$ cat src/rtl/uart_pkg.sv
`default_nettype none
// ============================================================================
// Module      : uart_pkg
// Description : Shared constants and FSM state types for the UART packet link.
// Revision    : 1.0 - initial release
// ============================================================================
package uart_pkg;

    localparam logic [7:0] SYNC_BYTE = 8'hA5;

    typedef enum logic [2:0] {
        TX_IDLE  = 3'd0,
        TX_START = 3'd1,
        TX_DATA  = 3'd2,
        TX_STOP  = 3'd3,
        TX_NEXT  = 3'd4
    } tx_state_t;

    typedef enum logic [1:0] {
        RX_HUNT    = 2'd0,
        RX_PAYLOAD = 2'd1,
        RX_CHECK   = 2'd2,
        RX_COMMIT  = 2'd3
    } rx_state_t;

endpackage
`default_nettype wire

$ cat src/rtl/uart_rx_byte.sv
`default_nettype none
// ============================================================================
// Module      : uart_rx_byte
// Description : 8N1 byte receiver: synchroniser, start qualification,
//               centre sampling, byte and framing-error pulses.
// Revision    : 1.0 - initial release
// ============================================================================
module uart_rx_byte #(
    parameter int CLKS_PER_BIT = 100
) (
    input  logic       clk,
    input  logic       rst,
    input  logic       i_rx,
    output logic [7:0] o_byte,
    output logic       o_byte_valid,
    output logic       o_frame_err,
    output logic       o_busy
);
    import uart_pkg::*;

    localparam int             c_CW   = $clog2(CLKS_PER_BIT);
    localparam logic [c_CW-1:0] c_HALF = c_CW'(CLKS_PER_BIT / 2 - 1);
    localparam logic [c_CW-1:0] c_FULL = c_CW'(CLKS_PER_BIT - 1);

    localparam logic [1:0] c_S_IDLE  = 2'd0;
    localparam logic [1:0] c_S_START = 2'd1;
    localparam logic [1:0] c_S_DATA  = 2'd2;
    localparam logic [1:0] c_S_STOP  = 2'd3;

    logic            r_sync1;
    logic            r_sync2;
    logic            r_prev;
    logic [1:0]      r_state;
    logic [c_CW-1:0] r_cnt;
    logic [2:0]      r_bit;
    logic [7:0]      r_shift;

    assign o_byte = r_shift;
    assign o_busy = (r_state != c_S_IDLE);

    always_ff @(posedge clk) begin
        if (!rst) begin
            // Synchroniser resets to the idle line level so reset exit cannot fake a start edge
            r_sync1      <= 1'b1;
            r_sync2      <= 1'b1;
            r_prev       <= 1'b1;
            r_state      <= c_S_IDLE;
            r_cnt        <= '0;
            r_bit        <= '0;
            r_shift      <= '0;
            o_byte_valid <= 1'b0;
            o_frame_err  <= 1'b0;
        end else begin
            r_sync1      <= i_rx;
            r_sync2      <= r_sync1;
            r_prev       <= r_sync2;
            o_byte_valid <= 1'b0;
            o_frame_err  <= 1'b0;
            case (r_state)
                c_S_IDLE: begin
                    if (r_prev && !r_sync2) begin
                        r_state <= c_S_START;
                        r_cnt   <= '0;
                    end
                end
                c_S_START: begin
                    if (r_cnt == c_HALF) begin
                        r_cnt   <= '0;
                        r_bit   <= '0;
                        r_state <= r_sync2 ? c_S_IDLE : c_S_DATA;
                    end else begin
                        r_cnt <= r_cnt + c_CW'(1);
                    end
                end
                c_S_DATA: begin
                    if (r_cnt == c_FULL) begin
                        r_cnt   <= '0;
                        r_shift <= {r_sync2, r_shift[7:1]};
                        if (r_bit == 3'd7) begin
                            r_state <= c_S_STOP;
                        end else begin
                            r_bit <= r_bit + 3'd1;
                        end
                    end else begin
                        r_cnt <= r_cnt + c_CW'(1);
                    end
                end
                c_S_STOP: begin
                    if (r_cnt == c_FULL) begin
                        r_cnt        <= '0;
                        r_state      <= c_S_IDLE;
                        o_byte_valid <= r_sync2;
                        o_frame_err  <= !r_sync2;
                    end else begin
                        r_cnt <= r_cnt + c_CW'(1);
                    end
                end
                default: r_state <= c_S_IDLE;
            endcase
        end
    end

endmodule
`default_nettype wire

$ cat src/rtl/uart_packet_xcvr.sv
`default_nettype none
// ============================================================================
// Module      : uart_packet_xcvr
// Description : Packetised UART transceiver: sync byte, MSB-first payload,
//               optional XOR checksum; independent TX and RX paths.
// Revision    : 1.0 - initial release
// ============================================================================
module uart_packet_xcvr #(
    parameter int PAYLOAD_BYTES = 10,
    parameter int CLKS_PER_BIT  = 100,
    parameter int CHECKSUM_EN   = 1,
    parameter int TIMEOUT_BITS  = 20
) (
    input  logic                       clk,
    input  logic                       rst,
    input  logic                       RX,
    input  logic [8*PAYLOAD_BYTES-1:0] idata,
    input  logic                       senddata,
    output logic                       TX,
    output logic                       tx_busy,
    output logic [8*PAYLOAD_BYTES-1:0] odata,
    output logic                       datavalid,
    output logic                       rx_err
);
    import uart_pkg::*;

    localparam int c_W        = 8 * PAYLOAD_BYTES;
    localparam int c_NBYTES   = PAYLOAD_BYTES + 1 + ((CHECKSUM_EN != 0) ? 1 : 0);
    localparam int c_IW       = $clog2(c_NBYTES);
    localparam int c_PKT_SZ   = 2 ** c_IW;
    localparam int c_PW       = $clog2(PAYLOAD_BYTES + 1);
    localparam int c_BW       = $clog2(CLKS_PER_BIT);
    // The stop bit is sampled mid-bit, so half a bit is added to measure the true line gap
    localparam int c_TO_LIMIT = TIMEOUT_BITS * CLKS_PER_BIT + CLKS_PER_BIT / 2;
    localparam int c_TW       = $clog2(c_TO_LIMIT + 1);

    localparam logic [c_BW-1:0] c_BIT_END  = c_BW'(CLKS_PER_BIT - 1);
    localparam logic [c_IW-1:0] c_LAST_IDX = c_IW'(c_NBYTES - 1);
    localparam logic [c_PW-1:0] c_LAST_PAY = c_PW'(PAYLOAD_BYTES - 1);
    localparam logic [c_TW-1:0] c_TO_END   = c_TW'(c_TO_LIMIT);

    // ---------------- TX path ----------------
    tx_state_t       r_tx_state;
    logic [c_W-1:0]  r_tx_data;
    logic [c_BW-1:0] r_tx_cnt;
    logic [2:0]      r_bit_idx;
    logic [c_IW-1:0] r_byte_idx;
    logic [7:0]      w_csum;
    logic [7:0]      w_pkt [c_PKT_SZ];
    logic [7:0]      w_cur_byte;

    always_comb begin
        w_csum = '0;
        for (int i = 0; i < PAYLOAD_BYTES; i++) begin
            w_csum = w_csum ^ r_tx_data[8*i +: 8];
        end
        for (int i = 0; i < c_PKT_SZ; i++) begin
            w_pkt[i] = '0;
        end
        w_pkt[0] = SYNC_BYTE;
        for (int i = 0; i < PAYLOAD_BYTES; i++) begin
            w_pkt[i+1] = r_tx_data[8*(PAYLOAD_BYTES-1-i) +: 8];
        end
        if (CHECKSUM_EN != 0) begin
            w_pkt[c_NBYTES-1] = w_csum;
        end
    end

    assign w_cur_byte = w_pkt[r_byte_idx];

    always_ff @(posedge clk) begin
        if (!rst) begin
            r_tx_state <= TX_IDLE;
            TX         <= 1'b1;
            tx_busy    <= 1'b0;
            r_tx_data  <= '0;
            r_tx_cnt   <= '0;
            r_bit_idx  <= '0;
            r_byte_idx <= '0;
        end else begin
            case (r_tx_state)
                TX_IDLE: begin
                    if (senddata) begin
                        r_tx_data  <= idata;
                        tx_busy    <= 1'b1;
                        TX         <= 1'b0;
                        r_tx_cnt   <= '0;
                        r_byte_idx <= '0;
                        r_tx_state <= TX_START;
                    end
                end
                TX_START: begin
                    if (r_tx_cnt == c_BIT_END) begin
                        r_tx_cnt   <= '0;
                        r_bit_idx  <= '0;
                        TX         <= w_cur_byte[0];
                        r_tx_state <= TX_DATA;
                    end else begin
                        r_tx_cnt <= r_tx_cnt + c_BW'(1);
                    end
                end
                TX_DATA: begin
                    if (r_tx_cnt == c_BIT_END) begin
                        r_tx_cnt <= '0;
                        if (r_bit_idx == 3'd7) begin
                            TX         <= 1'b1;
                            r_tx_state <= TX_STOP;
                        end else begin
                            r_bit_idx <= r_bit_idx + 3'd1;
                            TX        <= w_cur_byte[r_bit_idx + 3'd1];
                        end
                    end else begin
                        r_tx_cnt <= r_tx_cnt + c_BW'(1);
                    end
                end
                TX_STOP: begin
                    if (r_tx_cnt == c_BIT_END) begin
                        r_tx_cnt <= '0;
                        if (r_byte_idx == c_LAST_IDX) begin
                            tx_busy    <= 1'b0;
                            r_tx_state <= TX_IDLE;
                        end else begin
                            r_byte_idx <= r_byte_idx + c_IW'(1);
                            TX         <= 1'b0;
                            r_tx_state <= TX_NEXT;
                        end
                    end else begin
                        r_tx_cnt <= r_tx_cnt + c_BW'(1);
                    end
                end
                // NEXT is the first clock of the following start bit, keeping bytes back to back
                TX_NEXT: begin
                    r_tx_cnt   <= r_tx_cnt + c_BW'(1);
                    r_tx_state <= TX_START;
                end
                default: r_tx_state <= TX_IDLE;
            endcase
        end
    end

    // ---------------- RX path ----------------
    logic [7:0] w_rx_byte;
    logic       w_byte_valid;
    logic       w_frame_err;
    logic       w_rx_busy;

    uart_rx_byte #(
        .CLKS_PER_BIT (CLKS_PER_BIT)
    ) u_rx_byte (
        .clk          (clk),
        .rst          (rst),
        .i_rx         (RX),
        .o_byte       (w_rx_byte),
        .o_byte_valid (w_byte_valid),
        .o_frame_err  (w_frame_err),
        .o_busy       (w_rx_busy)
    );

    rx_state_t       r_rx_state;
    logic [c_W-1:0]  r_stage;
    logic [7:0]      r_rx_csum;
    logic [c_PW-1:0] r_pay_cnt;
    logic [c_TW-1:0] r_to_cnt;
    logic            w_in_pkt;
    logic            w_timeout;

    assign w_in_pkt  = (r_rx_state == RX_PAYLOAD) || (r_rx_state == RX_CHECK);
    assign w_timeout = (r_to_cnt == c_TO_END);

    always_ff @(posedge clk) begin
        if (!rst) begin
            r_rx_state <= RX_HUNT;
            r_stage    <= '0;
            r_rx_csum  <= '0;
            r_pay_cnt  <= '0;
            r_to_cnt   <= '0;
            odata      <= '0;
            datavalid  <= 1'b0;
            rx_err     <= 1'b0;
        end else begin
            datavalid <= 1'b0;
            rx_err    <= 1'b0;
            r_to_cnt  <= (w_in_pkt && !w_rx_busy && !w_byte_valid) ? r_to_cnt + c_TW'(1) : '0;
            case (r_rx_state)
                RX_HUNT: begin
                    if (w_byte_valid && (w_rx_byte == SYNC_BYTE)) begin
                        r_pay_cnt  <= '0;
                        r_rx_csum  <= '0;
                        r_rx_state <= RX_PAYLOAD;
                    end
                end
                RX_PAYLOAD: begin
                    if (w_frame_err || w_timeout) begin
                        rx_err     <= 1'b1;
                        r_rx_state <= RX_HUNT;
                    end else if (w_byte_valid) begin
                        r_stage   <= (r_stage << 8) | c_W'(w_rx_byte);
                        r_rx_csum <= r_rx_csum ^ w_rx_byte;
                        if (r_pay_cnt == c_LAST_PAY) begin
                            r_rx_state <= (CHECKSUM_EN != 0) ? RX_CHECK : RX_COMMIT;
                        end else begin
                            r_pay_cnt <= r_pay_cnt + c_PW'(1);
                        end
                    end
                end
                RX_CHECK: begin
                    if (w_frame_err || w_timeout) begin
                        rx_err     <= 1'b1;
                        r_rx_state <= RX_HUNT;
                    end else if (w_byte_valid) begin
                        if (w_rx_byte == r_rx_csum) begin
                            r_rx_state <= RX_COMMIT;
                        end else begin
                            rx_err     <= 1'b1;
                            r_rx_state <= RX_HUNT;
                        end
                    end
                end
                RX_COMMIT: begin
                    odata      <= r_stage;
                    datavalid  <= 1'b1;
                    r_rx_state <= RX_HUNT;
                end
                default: r_rx_state <= RX_HUNT;
            endcase
        end
    end

endmodule
`default_nettype wire

$ cat config.mk
export PLATFORM = sky130hd
export DESIGN_NAME = uart_packet_xcvr
export DESIGN_NICKNAME = d
export VERILOG_FILES = /design/src/rtl/uart_pkg.sv /design/src/rtl/uart_rx_byte.sv /design/src/rtl/uart_packet_xcvr.sv
export SDC_FILE = /design/constraint.sdc
export NUM_CORES = 1
export LEC_CHECK = 0
export ABC_AREA = 1
export CELL_PAD_IN_SITES_DETAIL_PLACEMENT = 2
export CELL_PAD_IN_SITES_GLOBAL_PLACEMENT = 2
export CORE_MARGIN = 3
export CORE_UTILIZATION = 25
export CTS_BUF_LIST = sky130_fd_sc_hd__clkbuf_8
export CTS_CLUSTER_DIAMETER = 50
export DETAILED_ROUTE_END_ITERATION = 6
export GPL_TIMING_DRIVEN = 0
export MAX_ROUTING_LAYER = met4
export PLACE_DENSITY = 0.66
export SETUP_SLACK_MARGIN = 0.5
export SLEW_MARGIN = 5
export SYNTH_ARGS = -nofsm -noshare
export SYNTH_HDL_FRONTEND = slang
export SYNTH_SLANG_ARGS = --single-unit
$ cat constraint.sdc
create_clock -name clk -period 2.45 [get_ports clk]
set_input_delay 0.245 -clock clk [delete_from_list [all_inputs] [get_ports clk]]
set_output_delay 0.245 -clock clk [all_outputs]
set_load 0.02 [all_outputs]
==> results of run 1 <==
-- area by class of cell --
cell class              instances  area (sq um)
clock buffers                  91          1250
inverters                     209           796
flip-flops and latches        312          6310
clock inverters                23           249
well taps                     688           861
multi-input cells            1276          6550
fillers                      6118         34500
repair buffers                184          1830
plain buffers                 101           691
-- layer usage --
metal	global-route usage	vias up	wire (microns)
met4	0.0671	0	1600
met5	-	-	0
met3	0.0397	86	2420
li1	-	6681	-
met2	0.346	238	28100
met1	0.237	6708	24900
-- logic make-up after synthesis --
kind of cell	Yosys count	synth area share
AOI/OAI and AO/OA	536	0.205
xor gates and xnor gates	37	0.0239
adders and majority gates	17	0.0157
buffers and inverters	310	0.0880
DFF	312	0.461
and+or+nand+nor	686	0.206
-- what timing repair did --
item / CTS / global route
cloned: 1 / 1
gates resized for setup: 156 / 225
endpoints found under the setup margin: 332 / 208
pin swaps: 5 / 14
setup buffers: 10 / 5
-- layout by cell type, fill, tap and decap left out, types with 36 or more instances in the layout --
cell,count
sky130_fd_sc_hd__a21oi_1,221
sky130_fd_sc_hd__nand3_1,67
sky130_fd_sc_hd__dlygate4sd2_1,36
sky130_fd_sc_hd__nand2_1,320
sky130_fd_sc_hd__clkbuf_8,95
sky130_fd_sc_hd__o21ai_1,36
sky130_fd_sc_hd__nor2_1,225
sky130_fd_sc_hd__clkbuf_1,41
sky130_fd_sc_hd__dfxtp_1,274
sky130_fd_sc_hd__inv_1,209
sky130_fd_sc_hd__o21ai_0,222
sky130_fd_sc_hd__clkdlybuf4s50_1,116
-- registers in the layout (all words and copies together) (netlist names), 2 cells and up, named ones only --
register	cells
r_byte_idx	4
u_rx_byte.r_bit	3
r_tx_data	80
r_tx_cnt	7
r_to_cnt	12
r_rx_state	2
u_rx_byte.o_byte	8
r_pay_cnt	4
r_bit_idx	3
r_stage	80
odata	80
u_rx_byte.r_cnt	7
r_rx_csum	8
r_tx_state	3
-- metrics by stage --
| stage | TNS [ps] | power [uW] | setup WS [ps] |
|---|---|---|---|
| after global placement | -48110 | 10300 | -833 |
| after CTS | 0 | 17000 | 466 |
| after global routing | 0 | 18100 | 337 |
| after floorplan | 0 | 8740 | 712 |
| final | 0 | 17000 | 525 |
| after detailed placement | -52220 | 10400 | -821 |
-- power groups by stage --
| stage | Combinational, uW | Clock, uW | Sequential, uW |
|---|---|---|---|
| detailed placement | 4060 | 0 | 6380 |
| global placement | 3900 | 0 | 6360 |
| CTS | 4210 | 6480 | 6290 |
| global route | 4860 | 6760 | 6440 |
| floorplan | 2360 | 0 | 6390 |
| finish | 4340 | 6290 | 6340 |
-- critical path: cells and delay by family, from the launching register on --
family,cells,cell delay [ps]
AOI/OAI and AO/OA,3,600
and+or+nand+nor,4,580
DFF,1,360
buffers and inverters,3,270
-- final timing paths --
path | start | endpoint | slack, ps | cells past startpoint
max | r_to_cnt[8]$_SDFF_PN0_ | r_rx_csum[3]$_SDFFE_PN0P_ | 520 | 10
max reg2reg | r_to_cnt[8]$_SDFF_PN0_ | r_rx_csum[3]$_SDFFE_PN0P_ | 520 | 10
min reg2reg | u_rx_byte.r_sync1$_SDFF_PN1_ | u_rx_byte.r_sync2$_SDFF_PN1_ | 390 | 1
min | idata[70] | r_tx_data[70]$_SDFFE_PN0P_ | 160 | 3
==> PnR_summary.wiki, run 1 <==
{| class="wikitable"
! Metric !! Value
|-
| Run status || completed
|-
| PwrDens || 916 nW/um^2
|-
| Syn Nets || 1,999
|-
| Internal portion of total power || 11,100 uW
|-
| Cell area after synthesis || 13,600 sq um
|-
| Dominant cell type by area after synthesis || sky130_fd_sc_hd__dfxtp_1
|-
| Initial core utilization || 0.255
|-
| Setup repair after global routing missed its margin || true
|-
| Fin crit period || 1930 ps
|-
| TritonCTS sink count || 312
|-
| Portion of the post-synthesis area used by sequential elements || 0.461
|-
| Dominant cells by area after synthesis || sky130_fd_sc_hd__dfxtp_1 (46%), sky130_fd_sc_hd__o21ai_0 (9.6%), sky130_fd_sc_hd__nand2_1 (9.3%)
|-
| Combinational group share of total power || 0.256
|-
| Placed Area || 16,100 sq um
|-
| Crit-path cells || nor4_4 > nand4_1 > o21bai_4 > nor2_4 > nand2_4 > inv_4 > o21ai_4 > inv_4 > buf_6 > o211a_1
|-
| Number of cells in the finished layout apart from fillers || 2,884
|-
| Cells after synthesis || 1,898
|-
| Net switching component of the power || 5850 uW
|-
| Relative slew slack || 0.481
|-
| Number of nets in the finished design || 2,246
|-
| Final clock skew || 39.2 ps
|-
| Dpl hpwl || 41.1 mm
|-
| Port-buffer cells || 167
|-
| Violation count after the first detailed-route iteration || 482
|-
| Largest net degree at the start of global routing || 18
|-
| Share of cells above drive strength 1 || 0.143
|-
| Antenna cells || 0
|-
| GRT Util Overall || 0.202
|-
| Slowest cell delay on critical path || 360 ps
|-
| Fraction of power spent switching nets || 0.345
|-
| Required time of the critical path || 3010 ps
|-
| H-tree level count || 2
|-
| Clock Pin Slew Worst Setup and Hold Paths || 60 ps
|-
| Chip height || 239 microns
|-
| Class of the tightest hold or removal check || in2reg
|-
| Period utilisation layout || 0.786
|-
| DRC violations left || 0
|-
| 1st-pass router iterations || 4
|-
| TritonCTS clock tree || done
|-
| Critical path type || reg2reg
|-
| Final wirelength || 57.0 mm
|-
| Most numerous cell in the Yosys netlist || sky130_fd_sc_hd__nand2_1
|-
| Highest achievable clock rate || 519 MHz
|-
| Maximum fanout along the worst path || 6
|-
| Total of max-cap violations || 0
|-
| Cts hold-fix bufs || 0
|-
| Most used flip-flop cell after synthesis || sky130_fd_sc_hd__dfxtp_1
|-
| Routed via count || 13,700
|-
| First-pass GRT wire length || 87.1 mm
|-
| Portion of total power attributed to sequential cells || 0.374
|-
| Weighted congestion reported at the end of routability-driven placement || 0.830
|-
| Row cnt || 84
|-
| Number of hold-slack violations in the final timing report || 0
|-
| Number of placed I/O pins || 168
|-
| Clock latency on the worst-skew pair || 680 ps
|-
| Standard cell core area || 53,100 sq um
|-
| Kind of launch point of the worst setup path || flip-flop
|-
| CTS buffer count || 61
|-
| Flip-flop and latch count after synthesis || 312
|-
| Vias in the first global route || 15,200
|-
| Post-synth top area share || 0.461
|-
| Area grow syn2layout || 36.8%
|-
| Category of the worst setup path capture point || flip-flop
|-
| Cell types with the highest counts after synthesis || sky130_fd_sc_hd__nand2_1 (334), sky130_fd_sc_hd__dfxtp_1 (312), sky130_fd_sc_hd__o21ai_0 (261)
|-
| Number of slew-limit violations in the final report || 0
|-
| DRT antenna net count || 0
|-
| Number of antenna violations at the first check in global routing || 0
|-
| DR WL/cell || 19.8 microns
|-
| Data arrival time at the worst-slack endpoint || 2490 ps
|-
| Static leakage || 0.00808 uW
|-
| CTS root buffer || sky130_fd_sc_hd__clkbuf_8
|-
| Aggregate global routing overflow || 0
|-
| Worst slew pin tran || 778 ps
|-
| Fraction of registers with async set/reset || 0
|-
| Die boundary width || 239 microns
|-
| Final design area excluding fillers || 18,500 sq um
|-
| Number of enable flip-flop cells after synthesis || 0
|-
| Number of buffers between clock root and the deepest sink || 3
|-
| Synth Warn # || 0
|-
| Utilization after layout || 0.349
|-
| Placed cell count || 2,753
|-
| Via density per instance || 4.75
|-
| DIE AREA || 57,000 sq um
|-
| Largest voltage drop on the vdd net || 359 uV
|-
| Hold slack || 163 ps
|-
| Distinct cell type count after synthesis || 43
|-
| # setup viols final || 0
|-
| Avg Synthesized Cell Area || 7.14 sq um
|-
| Clk network pwr share || 0.371
|-
| Dominant cell type by count on the critical path || sky130_fd_sc_hd__inv_4
|-
| Critical path's slowest cell || sky130_fd_sc_hd__dfxtp_4
|}
No activity file was read; power rests on OpenSTA's default activity.
==> run 2, diff against run 1 <==
--- a/config.mk
+++ b/config.mk
@@ -15,7 +15,7 @@
 export DETAILED_ROUTE_END_ITERATION = 6
 export GPL_TIMING_DRIVEN = 0
 export MAX_ROUTING_LAYER = met4
-export PLACE_DENSITY = 0.66
+export PLACE_DENSITY = 0.68
 export SETUP_SLACK_MARGIN = 0.5
 export SLEW_MARGIN = 5
 export SYNTH_ARGS = -nofsm -noshare
==> constraint.sdc (replaced) <==
create_clock -name clk -period 1.6 [get_ports clk]
set_input_delay 0.16 -clock clk [delete_from_list [all_inputs] [get_ports clk]]
set_output_delay 0.16 -clock clk [all_outputs]
set_load 0.02 [all_outputs]
==> run 2 against run 1 <==
- the flow now finishes with violations (negative hold slack, negative setup slack)
- sequential power is 59% higher
- via count is 9.3% higher
- combinational power grew to 2.6 times the previous value
- sequential share of layout area is 6.2 points lower
- flip-flop and latch count stayed put
- clock skew is 11 ps lower
- maximum frequency is 2.1% lower
- highest routed layer unchanged
==> PnR_summary.wiki, run 2 (synthesis results as in run 1) <==
{| class="wikitable"
! Metric !! Value
|-
| Run status || finished, violations left
|-
| Violated checks || negative hold slack, negative setup slack
|-
| TritonCTS clock tree || done
|-
| GRT Util Overall || 0.209 (+0.00699)
|-
| Setup repair after global routing missed its margin || true
|-
| First-pass GRT wire length || 89.7 mm (+3.1%)
|-
| Routed via count || 15,000 (+9.3%)
|-
| Worst slack after detailed placement || -1220 ps (-401 ps)
|-
| Start point of the worst min-delay path || rst
|-
| Initial core utilization || 0.255 (unchanged)
|-
| Highest layer used for signal routing || met4
|-
| Worst reg2reg path endpoint || r_rx_csum[4]$_SDFFE_PN0P_
|-
| Vias in the first global route || 15,400 (+1.5%)
|-
| Number of slew-limit violations in the final report || 0 (unchanged)
|-
| Largest registers || odata x80, r_stage x80, r_tx_data x80
|-
| Number of cells in the finished layout apart from fillers || 3,012 (+4.4%)
|-
| Area grow syn2layout || 72.7%
|-
| Static leakage || 0.00952 uW (+18%)
|-
| Required time of the critical path || 2160 ps (-850 ps)
|-
| Destination of the worst hold path || rx_err$_SDFF_PN0_
|-
| Clock Pin Slew Worst Setup and Hold Paths || 60 ps (about the same)
|-
| CTS root buffer || sky130_fd_sc_hd__clkbuf_8
|-
| TritonCTS sink count || 312 (unchanged)
|-
| Standard cell core area || 53,100 sq um (unchanged)
|-
| Final design area excluding fillers || 23,400 sq um (+26%)
|-
| Placed cell count || 2,753 (unchanged)
|-
| Final wirelength || 69.8 mm (+22%)
|-
| Clock latency on the worst-skew pair || 680 ps (about the same)
|-
| Weighted congestion reported at the end of routability-driven placement || 0.798 (-3.9%)
|-
| Number of nets in the finished design || 2,383 (+6.1%)
|-
| PwrDens || 1260 nW/um^2 (+38%)
|-
| Routed wire length on met3 || 2.64 mm (+8.8%)
|-
| Largest net degree at the start of global routing || 18 (unchanged)
|-
| Violation count after the first detailed-route iteration || 614 (+27%)
|-
| DRT antenna net count || 0 (unchanged)
|-
| Period utilisation layout || 1.23 (+0.444)
|-
| Final Worst Setup Slack || -367 ps (-892 ps)
|-
| Data arrival time at the worst-slack endpoint || 2530 ps (+40 ps)
|-
| Chip height || 239 microns (unchanged)
|-
| Commonest non-fill, non-tap cells in the layout || sky130_fd_sc_hd__nand2_1 (226), sky130_fd_sc_hd__nor2_1 (176), sky130_fd_sc_hd__inv_1 (175)
|-
| Fin crit period || 1970 ps (+41.9 ps)
|-
| DRC violations left || 0 (unchanged)
|-
| Aggregate global routing overflow || 0 (unchanged)
|-
| Share of cells above drive strength 1 || 0.481 (+0.338)
|-
| Number of buffers between clock root and the deepest sink || 3 (unchanged)
|-
| Port-buffer cells || 167 (unchanged)
|-
| Class of the tightest hold or removal check || in2reg
|-
| Number of cells on the worst hold path || 3 (unchanged)
|-
| Combined area of the multi-input logic cells || 8880 sq um (+36%)
|-
| Internal reg-to-reg setup slack || -370 ps (-890 ps)
|-
| Via density per instance || 4.97 (+4.6%)
|-
| Relative slew slack || 0.387 (-0.0940)
|-
| Met2 Routed Length || 36.7 mm (+30%)
|-
| R2R depth || 10 (unchanged)
|-
| Kind of launch point of the worst setup path || flip-flop
|-
| 1st-pass router iterations || 4 (unchanged)
|-
| Met1 WL || 28.3 mm (+14%)
|-
| Number of placed I/O pins || 168 (unchanged)
|-
| Final clock skew || 27.9 ps (-11.3 ps)
|-
| Critical path type || reg2reg
|-
| Most common cell after layout, fill and taps aside || sky130_fd_sc_hd__nand2_1
|-
| DIE AREA || 57,000 sq um (unchanged)
|-
| Maximum fanout along the worst path || 7 (+1)
|-
| H-tree level count || 2 (unchanged)
|-
| FILL cells || 5,617 (-8.2%)
|-
| Reg-to-reg startpoint || r_to_cnt[7]$_SDFF_PN0_
|-
| DR WL/cell || 23.2 microns (+17%)
|-
| CTS buffer count || 60 (-1.6%)
|-
| Number of hold-slack violations in the final timing report || 1 (+1)
|-
| Hold slack || -44.3 ps (-207 ps)
|-
| Number of antenna violations at the first check in global routing || 1 (+1)
|-
| # setup viols final || 161 (+161)
|-
| Worst slew pin tran || 919 ps (+141 ps)
|-
| Total of max-cap violations || 0 (unchanged)
|-
| Cts hold-fix bufs || 0 (unchanged)
|-
| Sequential cell area || 6520 sq um (+3.4%)
|-
| Placed Area || 16,700 sq um (+3.7%)
|-
| Die boundary width || 239 microns (unchanged)
|-
| Dpl hpwl || 41.0 mm (-0.14%)
|-
| Highest achievable clock rate || 508 MHz (-2.1%)
|-
| Largest voltage drop on the vdd net || 585 uV (+63%)
|-
| Row cnt || 84 (unchanged)
|-
| Category of the worst setup path capture point || flip-flop
|}
-- run 2: changes by cell type in the layout (fill, tap and decap cells not counted), moves of 49 or more --
cell / before / now
sky130_fd_sc_hd__a21oi_1: 221 / 83
sky130_fd_sc_hd__a21oi_2: 16 / 145
sky130_fd_sc_hd__buf_4: 20 / 77
sky130_fd_sc_hd__buf_6: 11 / 134
sky130_fd_sc_hd__dfxtp_1: 274 / 155
sky130_fd_sc_hd__dfxtp_2: 32 / 125
sky130_fd_sc_hd__nand2_1: 320 / 226
sky130_fd_sc_hd__nand2_2: 13 / 66
sky130_fd_sc_hd__nor2_1: 225 / 176
sky130_fd_sc_hd__o21ai_0: 222 / 117
-- run 2: cell type report --
class                           count  share of cell area
Antenna cell                        1            0.000107
Buffer                            101              0.0536
Clock buffer                       72              0.0424
Clock inverter                     31             0.00995
Inverter                          209              0.0374
Multi-Input combinational cell   1276               0.379
Sequential cell                   312               0.279
Tap cell                          688              0.0368
Timing Repair Buffer              322               0.162
-- run 2: per-stage QoR --
stage | util | power (uW) | TNS (ps)
after floorplan | - | 14000 | -3250
after global placement | 0.314 | 16300 | -188520
after detailed placement | 0.314 | 16600 | -195810
after CTS | 0.358 | 26200 | -54310
after global routing | 0.441 | 31000 | -45260
final | 0.441 | 29500 | -30110
-- run 2: power by group --
part / internal [uW] / total (uW) / switching, uW
sequential: 8940 / 10100 / 1130
clock: 4550 / 8340 / 3790
combinational: 4960 / 11100 / 6110
-- run 2: routing by layer --
metal / vias up / GRT usage
li1: 6964 / -
met5: - / -
met3: 115 / 0.0385
met1: 7595 / 0.245
met4: 0 / 0.0630
met2: 310 / 0.363
-- run 2: timing repair --
action | in CTS | in global routing
cloned | 11 | 29
pin swaps | 26 | 164
endpoints found under the setup margin | 395 | 395
gates resized for setup | 265 | 1362
hold endpoints to repair | 0 | 1
setup buffers | 24 | 91
-- run 2: critical path, stage by stage (launching register included) --
cell and delay [ps]:
sky130_fd_sc_hd__dfxtp_4 350, sky130_fd_sc_hd__nor4_4 270, sky130_fd_sc_hd__nand4_1 170, sky130_fd_sc_hd__o21bai_2 230
sky130_fd_sc_hd__nor2_4 60, sky130_fd_sc_hd__nand2_4 110, sky130_fd_sc_hd__inv_6 60, sky130_fd_sc_hd__o21ai_4 160
sky130_fd_sc_hd__inv_4 80, sky130_fd_sc_hd__buf_6 150, sky130_fd_sc_hd__o211a_1 200
-- run 2: worst max-delay path by stage --
stage	from	endpoint	slack (ps)	cells past startpoint
CTS	r_to_cnt[7]$_SDFF_PN0_	r_rx_csum[2]$_SDFFE_PN0P_	-360	11
global placement	rst	r_tx_data[39]$_SDFFE_PN0P_	-1110	5
detailed placement	rst	r_tx_data[39]$_SDFFE_PN0P_	-1220	5
floorplan	r_to_cnt[4]$_SDFF_PN0_	r_rx_csum[2]$_SDFFE_PN0P_	-130	10
global route	r_to_cnt[8]$_SDFF_PN0_	r_rx_csum[4]$_SDFFE_PN0P_	-460	10
finish	r_to_cnt[7]$_SDFF_PN0_	r_rx_csum[4]$_SDFFE_PN0P_	-370	10
